**src/rtl/dbus_ctrl.sv**
```systemverilog
// dbus_ctrl: load/store access controller between the core's dbusif_* request
// path and a 32-bit word-addressed memory bus.
//
// One request is accepted at a time. Bytes are placed on lanes using byte
// enables. A misaligned half/word access is split into two aligned beats, and
// the read data from both beats is reassembled. A response timeout applies
// while waiting for bus_rvld. Completion, including any error, is reported
// with a single-cycle dbusif_done pulse.
//
// Ports:
//   clk, rst        clock, synchronous active-high reset
//   dbusif_req      one-cycle request pulse; fields sampled in that cycle
//   dbusif_w_rb     1 = store, 0 = load
//   dbusif_size     0 byte, 1 half, 2 word, 3 illegal
//   dbusif_addr     byte address
//   dbusif_wd       right-aligned store data
//   dbusif_done     completion pulse (also on error)
//   dbusif_err      access faulted, valid with done
//   dbusif_rd       right-aligned, zero-extended load data, valid with done
//   busy            request in flight (cycle after req through done cycle)
//   bus_req/we/addr/be/wdata   address phase outputs (all registered)
//   bus_gnt         address phase accepted
//   bus_rvld/rdata/err         response phase inputs
module dbus_ctrl #(
  parameter int ALLOW_MISALIGN = 1,
  parameter int TIMEOUT        = 255
) (
  input  logic        clk,
  input  logic        rst,
  input  logic        dbusif_req,
  input  logic        dbusif_w_rb,
  input  logic [1:0]  dbusif_size,
  input  logic [31:0] dbusif_addr,
  input  logic [31:0] dbusif_wd,
  output logic        dbusif_done,
  output logic        dbusif_err,
  output logic [31:0] dbusif_rd,
  output logic        busy,
  output logic        bus_req,
  output logic        bus_we,
  output logic [31:0] bus_addr,
  output logic [3:0]  bus_be,
  output logic [31:0] bus_wdata,
  input  logic        bus_gnt,
  input  logic        bus_rvld,
  input  logic [31:0] bus_rdata,
  input  logic        bus_err
);

  typedef enum logic [2:0] {S_IDLE, S_A1, S_R1, S_A2, S_R2, S_FIN} state_t;

  localparam logic [7:0] TO_M1 = 8'(TIMEOUT - 1);

  // Lane mask across two words: low nibble is beat 1, high nibble is beat 2.
  function automatic logic [7:0] lane_mask(input logic [1:0] size, input logic [1:0] ofs);
    logic [7:0] base;
    case (size)
      2'd0:    base = 8'h01;
      2'd1:    base = 8'h03;
      default: base = 8'h0F;
    endcase
    return base << ofs;
  endfunction

  // Right-align the two response words and zero-extend to the access size.
  function automatic logic [31:0] extract_rd(input logic [63:0] hilo, input logic [1:0] ofs,
                                             input logic [1:0] size);
    logic [63:0] sh;
    sh = hilo >> {ofs, 3'b000};
    case (size)
      2'd0:    return {24'h0, sh[7:0]};
      2'd1:    return {16'h0, sh[15:0]};
      default: return sh[31:0];
    endcase
  endfunction

  state_t      r_state, w_state_nxt;
  logic        w_fin_err;

  // Request fields latched at acceptance (data only, never reset)
  logic [31:0] r_addr;
  logic [1:0]  r_size;
  logic        r_we;
  logic [7:0]  r_m;
  logic [63:0] r_wd64;
  logic [31:0] r_lo;

  logic [7:0]  r_cnt;

  logic        r_done, r_err, r_busy, r_bus_req, r_bus_we;
  logic [31:0] r_rd, r_bus_addr, r_bus_wdata;
  logic [3:0]  r_bus_be;

  logic        w_done_nxt, w_err_nxt, w_busy_nxt, w_bus_req_nxt, w_bus_we_nxt;
  logic [31:0] w_rd_nxt, w_bus_addr_nxt, w_bus_wdata_nxt;
  logic [3:0]  w_bus_be_nxt;

  logic [7:0]  w_m_in;
  logic [63:0] w_wd64_in;
  logic        w_bad_in, w_split, w_tmo;
  logic [7:0]  w_src_m;
  logic [63:0] w_src_wd64;
  logic [31:0] w_src_addr;
  logic        w_src_we;
  logic [63:0] w_hilo;

  assign w_m_in    = lane_mask(dbusif_size, dbusif_addr[1:0]);
  assign w_wd64_in = {32'h0, dbusif_wd} << {dbusif_addr[1:0], 3'b000};
  assign w_bad_in  = (dbusif_size == 2'd3) || ((ALLOW_MISALIGN == 0) && (w_m_in[7:4] != 4'h0));
  assign w_split   = (r_m[7:4] != 4'h0);
  assign w_tmo     = (TIMEOUT != 0) && !bus_rvld && (r_cnt == TO_M1);

  // Beat 1 is launched straight from the request inputs on acceptance and
  // from the latched copy while waiting for grant.
  assign w_src_m    = (r_state == S_IDLE) ? w_m_in      : r_m;
  assign w_src_wd64 = (r_state == S_IDLE) ? w_wd64_in   : r_wd64;
  assign w_src_addr = (r_state == S_IDLE) ? dbusif_addr : r_addr;
  assign w_src_we   = (r_state == S_IDLE) ? dbusif_w_rb : r_we;

  // Response data is formatted in the capture cycle, so the live bus word
  // stands in for the register it is being written into.
  assign w_hilo = (r_state == S_R2) ? {bus_rdata, r_lo} : {32'h0, bus_rdata};

  // State register and registered outputs
  always_ff @(posedge clk) begin
    if (rst) begin
      r_state     <= S_IDLE;
      r_cnt       <= 8'd0;
      r_done      <= 1'b0;
      r_err       <= 1'b0;
      r_rd        <= 32'h0;
      r_busy      <= 1'b0;
      r_bus_req   <= 1'b0;
      r_bus_we    <= 1'b0;
      r_bus_addr  <= 32'h0;
      r_bus_be    <= 4'h0;
      r_bus_wdata <= 32'h0;
    end else begin
      r_state     <= w_state_nxt;
      r_done      <= w_done_nxt;
      r_err       <= w_err_nxt;
      r_rd        <= w_rd_nxt;
      r_busy      <= w_busy_nxt;
      r_bus_req   <= w_bus_req_nxt;
      r_bus_we    <= w_bus_we_nxt;
      r_bus_addr  <= w_bus_addr_nxt;
      r_bus_be    <= w_bus_be_nxt;
      r_bus_wdata <= w_bus_wdata_nxt;
      // Counter is held at 0 outside the response states so it starts at 0 on entry
      if ((r_state == S_R1) || (r_state == S_R2)) begin
        if (!bus_rvld) r_cnt <= r_cnt + 8'd1;
      end else begin
        r_cnt <= 8'd0;
      end
    end
  end

  always_ff @(posedge clk) begin
    if ((r_state == S_IDLE) && dbusif_req) begin
      r_addr <= dbusif_addr;
      r_size <= dbusif_size;
      r_we   <= dbusif_w_rb;
      r_m    <= w_m_in;
      r_wd64 <= w_wd64_in;
    end
    if ((r_state == S_R1) && bus_rvld) r_lo <= bus_rdata;
  end

  // Next-state logic
  always_comb begin
    w_state_nxt = r_state;
    w_fin_err   = 1'b0;
    case (r_state)
      S_IDLE: if (dbusif_req) begin
        if (w_bad_in) begin
          w_state_nxt = S_FIN;
          w_fin_err   = 1'b1;
        end else begin
          w_state_nxt = S_A1;
        end
      end
      S_A1: if (bus_gnt) w_state_nxt = S_R1;
      S_R1: begin
        if (bus_rvld) begin
          if (bus_err) begin
            w_state_nxt = S_FIN;
            w_fin_err   = 1'b1;
          end else if (w_split) begin
            w_state_nxt = S_A2;
          end else begin
            w_state_nxt = S_FIN;
          end
        end else if (w_tmo) begin
          w_state_nxt = S_FIN;
          w_fin_err   = 1'b1;
        end
      end
      S_A2: if (bus_gnt) w_state_nxt = S_R2;
      S_R2: begin
        if (bus_rvld) begin
          w_state_nxt = S_FIN;
          w_fin_err   = bus_err;
        end else if (w_tmo) begin
          w_state_nxt = S_FIN;
          w_fin_err   = 1'b1;
        end
      end
      S_FIN:   w_state_nxt = S_IDLE;
      default: w_state_nxt = S_IDLE;
    endcase
  end

  // Output logic: values the outputs take in the next state
  always_comb begin
    w_done_nxt      = (w_state_nxt == S_FIN);
    w_err_nxt       = w_fin_err;
    w_busy_nxt      = (w_state_nxt != S_IDLE);
    w_rd_nxt        = 32'h0;
    w_bus_req_nxt   = 1'b0;
    w_bus_we_nxt    = 1'b0;
    w_bus_addr_nxt  = 32'h0;
    w_bus_be_nxt    = 4'h0;
    w_bus_wdata_nxt = 32'h0;
    if (w_state_nxt == S_A1) begin
      w_bus_req_nxt   = 1'b1;
      w_bus_we_nxt    = w_src_we;
      w_bus_addr_nxt  = {w_src_addr[31:2], 2'b00};
      w_bus_be_nxt    = w_src_m[3:0];
      w_bus_wdata_nxt = w_src_wd64[31:0];
    end else if (w_state_nxt == S_A2) begin
      w_bus_req_nxt   = 1'b1;
      w_bus_we_nxt    = r_we;
      w_bus_addr_nxt  = {r_addr[31:2], 2'b00} + 32'd4;
      w_bus_be_nxt    = r_m[7:4];
      w_bus_wdata_nxt = r_wd64[63:32];
    end
    if ((w_state_nxt == S_FIN) && !w_fin_err && !r_we &&
        ((r_state == S_R1) || (r_state == S_R2)))
      w_rd_nxt = extract_rd(w_hilo, r_addr[1:0], r_size);
  end

  assign dbusif_done = r_done;
  assign dbusif_err  = r_err;
  assign dbusif_rd   = r_rd;
  assign busy        = r_busy;
  assign bus_req     = r_bus_req;
  assign bus_we      = r_bus_we;
  assign bus_addr    = r_bus_addr;
  assign bus_be      = r_bus_be;
  assign bus_wdata   = r_bus_wdata;

endmodule

```
**config.mk**
```make
export PLATFORM = sky130hd
export DESIGN_NAME = dbus_ctrl
export DESIGN_NICKNAME = d
export VERILOG_FILES = /design/src/rtl/dbus_ctrl.sv
export SDC_FILE = /design/constraint.sdc
export NUM_CORES = 1
export LEC_CHECK = 0
export ABC_CLOCK_PERIOD_IN_PS = 14100
export CORE_ASPECT_RATIO = 0.9
export CORE_MARGIN = 2
export CORE_UTILIZATION = 35
export DETAILED_ROUTE_END_ITERATION = 10
export GPL_ROUTABILITY_DRIVEN = 0
export SLEW_MARGIN = 20
export SYNTH_ARGS = -nofsm -noshare
export SYNTH_HDL_FRONTEND = slang
export SYNTH_SLANG_ARGS = --single-unit
```
**constraint.sdc**
```tcl
create_clock -name clk -period 14.1 [get_ports clk]
set_input_delay 2.82 -clock clk [delete_from_list [all_inputs] [get_ports clk]]
set_output_delay 2.82 -clock clk [all_outputs]
set_load 0.01 [all_outputs]
```
* Word level (Yosys, flattened, before mapping)
Index checks and enable logic that the tools add are counted.
** Operators by class
- Equality and inequality tests :: 11
- Bitwise gates (word level) :: 3
- Muxes and demuxes :: 34
- $add $sub $neg :: 2
- Reduce and logical (&&, ||, !) cells :: 18
- Shifts and indexed selects :: 3
** Operators by type and width (count)
- $mux W32 :: 6
- $mux W64 :: 1
- $pmux W32 S2 :: 1
- $shl A32 B5 Y64 :: 1
- $shr A64 B5 Y32 :: 1
- $add A32 B3 Y32 const B :: 1
- $mux W3 :: 9
- $pmux W3 S5 :: 1
- $mux W4 :: 3
- $mux W1 :: 11
- $eq A3 B2 Y1 const B :: 3
- $add A8 B1 Y8 const B :: 1
- $eq A8 B8 Y1 const B :: 1
- $pmux W4 S2 :: 1
- $shl A4 B2 Y8 :: 1
- $eq A3 B1 Y1 const B :: 2
- $eq A3 B3 Y1 const B :: 2
- $logic_and A1 B1 Y1 :: 6
- $eq A2 B1 Y1 const B :: 2
- $logic_not A2 Y1 :: 2
- $reduce_bool A4 Y1 :: 1
- $reduce_or A2 Y1 :: 2
- $logic_not A1 Y1 :: 3
- $logic_not A3 Y1 :: 1
- other kinds (6) :: 8
** Storage, ports and cells
- Output and inout bits :: 105
- Input port bits :: 105
- Logic and storage cells :: 89
- Register bits after elaboration :: 255

* Logic depth before layout (Yosys ltp)
- Word-level depth :: 11
- Depth in mapped cells :: 10

* Worst setup path after synthesis
Ideal clock, no wire load.
- Path type :: input to register
- Start point :: input port dbusif_req
- End point :: register r_addr[0] (enable)
- Library setup time :: 0.675 ns
- Required time :: 13.425 ns
- Stages :: 2
- Arrival time :: 9.508 ns
- Path slack :: 3.917 ns
- Path through :: nand2b_1 nor3_1
** On the way
- Word-level cells in the longest chain between the ends :: 1
** RTL lines
- from (decl) :: RTL line 30 : input logic dbusif_req,
- $logic_and A1 B1 Y1 :: RTL line 159 : if ((r_state == S_IDLE) && dbusif_req) begin
- to (signal assigned) :: RTL line 160 : r_addr <= dbusif_addr;
- to (decl) :: RTL line 81 : logic [31:0] r_addr;
No other way between the ends.
A chain may end at the register's enable or synchronous reset.

* Worst setup path after layout
- Start point :: input port rst
- End point :: register r_rd[12] (netlist: dbusif_rd[12])
** On the way
- Word-level cells in the longest chain between the ends :: 1
** RTL lines
- from (decl) :: RTL line 29 : input logic rst,
- $reduce_or A2 Y1 (no line)
- to (signal assigned) :: RTL line 142 : r_rd <= w_rd_nxt;
- to (decl) :: RTL line 91 : logic [31:0] r_rd, r_bus_addr, r_bus_wdata;
No other way between the ends.

==> impl_metrics.tcl <==
set metrics [dict create \
    status "completed" \
    cts.path.max_buffers 3 \
    core_um2 30100 \
    clkLatencyLatePin_ns 0.53 \
    fin_crit_ns 5.03 \
    die_height_um 170 \
    ant_nets 0 \
    htreeDepth 1 \
    area_growth_pct 31.0 \
    routed_wl_um 29700 \
    start_util_pct 35.7 \
    cts.repair.resized 0 \
    comb_power_share_pct 16.4 \
    startpoint_type "input pin" \
    first_iter_violations 510 \
    crit_arrival_ns 5.48 \
    synth_area_um2 10800 \
    post_route_cells_drive_above_1_share_pct 6.75 \
    grt_pass1_wl_um 45900 \
    synth_top_area_share_pct 36.3 \
    yosysUniqueCellTypes 58 \
    pwr_density_cell_nw_per_um2 131 \
    synth_flop_cell "edfxtp_1" \
    fmax_ghz 0.199 \
    power.switching_w 0.000479 \
    yosys-top-cells-count "edfxtp_1 (130), dfxtp_1 (114), mux2i_1 (112), nand2_1 (99), nor2_1 (87)" \
    hold_violations 0 \
    cap_violations 0 \
    grt_use_total_pct 18.0 \
    finalSetupViolations 0 \
    required_ns 14.55 \
    routedWlPerCell_um 18.5 \
    drc 0 \
    rsz0062_at_grt "false" \
    p_leak_nw 5.22 \
    holdBufCountCts 0 \
    min-delay-path-class "reg -> reg" \
    intPower_w 0.00137 \
    synth.largest_area_cell "edfxtp_1" \
    synth_seq_area_share_pct 57.5 \
    timing.slew.headroom_pct 28.7 \
    route.vias.total 8262 \
    clock_sinks 244 \
    antenna_found_initial 0 \
    cts_setup_buffers 0 \
    netlist_instances 994 \
    cts_buffers 27 \
    ys_ff_latch 244 \
    synth_edf_count 130 \
    path_clk_slew_ns 0.06 \
    clock_power_share_pct 38.0 \
    seq_power_share_pct 45.6 \
    row_count 60 \
    fin_crit_sh_pct 35.7 \
    cts-root-buf "clkbuf_16" \
    place_hpwl_um 19700 \
    die-area_um2 32200 \
    portBuffers 207 \
    diodes 0 \
    vias_per_cell 5.15 \
    final_util_pct 46.8 \
    synth.most_common_cell "edfxtp_1" \
    fin_skew_ns 0.0111 \
    postSynthAreaPerCell_um2 10.8 \
    grt_pass1_vias 8114 \
    die_w_um 189 \
    worstMarginPinSlew_ns 1.07 \
    cts_tree "built" \
    async_flop_share_pct 0 \
    gr-total-overflow 0 \
    nNetsFinal 1289 \
    critPathKind "in -> reg" \
    slew_viol_final 0 \
    ys_top_cells_by_area "edfxtp_1 (36%), dfxtp_1 (21%), mux2i_1 (10%)" \
    yosysWarnings 0 \
    finalSetupTns_ns 0 \
    num_io_pins 210 \
    vdd_ir_drop_max_uv 95.2 \
    netSwitchingFraction_pct 25.9 \
    cp_max_fo 18 \
    end_kind "flip-flop" \
    grt_max_degree 73 \
    drtPass1Iterations 5 \
]
## registers in the layout, indices dropped and copies added (netlist names)
signal	cells
bus_addr	30
bus_be	4
bus_req	1
bus_wdata	32
bus_we	1
busy	1
dbusif_done	1
dbusif_err	1
dbusif_rd	32
r_addr	32
r_cnt	8
r_lo	32
r_m	7
r_size	2
r_state	3
r_wd64	56
r_we	1
## per-layer routing
metal  vias up  share of wire, %  global-route usage, %
met5         -                 0                      0
met4         0               2.0                   4.11
met3        46               6.9                   4.70
met2       242                46                   29.4
met1      3980                45                   23.9
li1       3994                 -                      -
## power by group through the flow
stage                     clock, W  sequential [W]  combinational, W
after floorplan                  0        0.000865          0.000162
after global placement           0        0.000857          0.000302
after detailed placement         0        0.000857          0.000305
after CTS                 0.000716        0.000842          0.000307
after global routing      0.000750        0.000848          0.000331
final                     0.000702        0.000842          0.000304
## critical path, cell delays in order
cell and delay [ns]:
clkdlybuf4s50_1 0.85, or3_1 0.69, or3_1 0.41, nor3_2 0.16, o21ai_1 0.31, a21oi_1 0.23
## stage by stage
step	instances	power [W]	instance area [um2]	setup slack, ns	hold slack (ns)
final	1603	0.00185	14100	9.07	0.444
after global routing	1603	0.00193	14100	8.84	0.465
after CTS	1602	0.00187	14100	9.06	0.445
after detailed placement	1554	0.00116	13200	8.52	0.435
after global placement	1554	0.00116	13200	8.60	0.424
after floorplan	995	0.00103	10800	3.92	0.418
## final timing paths
kind / slack [ns] / startpoint / depth (start not counted) / end
max: 9.07 / rst / 6 / dbusif_rd[12]
min: 0.44 / r_wd64[52] / 2 / bus_wdata[20]
max reg2reg: 11.07 / r_state[2] / 8 / bus_addr[17]
min reg2reg: 0.44 / r_wd64[52] / 2 / bus_wdata[20]
## layout by cell type, fill, tap and decap left out, types with 4 or more instances in the layout
master / instances
inv_1: 16
o22a_1: 5
clkbuf_1: 10
nand4_1: 10
nor2_1: 87
or2_2: 4
edfxtp_1: 130
nand3_1: 33
o21ai_0: 72
and4_1: 4
nand2b_1: 4
clkbuf_16: 30
nor2b_1: 6
xnor2_1: 6
a21oi_1: 43
nor4_1: 7
a22oi_1: 13
or3_1: 9
clkdlybuf4s50_1: 206
nor3_1: 15
a211oi_1: 10
xor2_1: 8
dfxtp_1: 114
nand2_1: 99
o31ai_1: 4
mux4_2: 6
and3_1: 25
mux2i_1: 112
o21ai_1: 22
and2_1: 11
a211o_1: 10
buf_4: 16
## area by class of cell
cell class                 count  area (um2)
timing repair buffer         224        2200
fill                        2785       16000
sequential                   244        6190
clock inverter                 5        51.3
inverter                      18        67.6
tap                          403         504
multi-input combinational    666        4250
clock buffer                  43         830
## cells by family after synthesis
logic type | after synthesis | share of synthesized area (%)
and+or+nand+nor | 329 | 14.6
DFF | 244 | 57.5
AOI/OAI and AO/OA | 200 | 11.3
muxes | 118 | 11.7
buffers and inverters | 85 | 3.40
xor gates and xnor gates | 14 | 1.14
adders and majority gates | 3 | 0.349
other | 1 | 0.0349
Note: power is estimated with default switching activity, not from simulation.
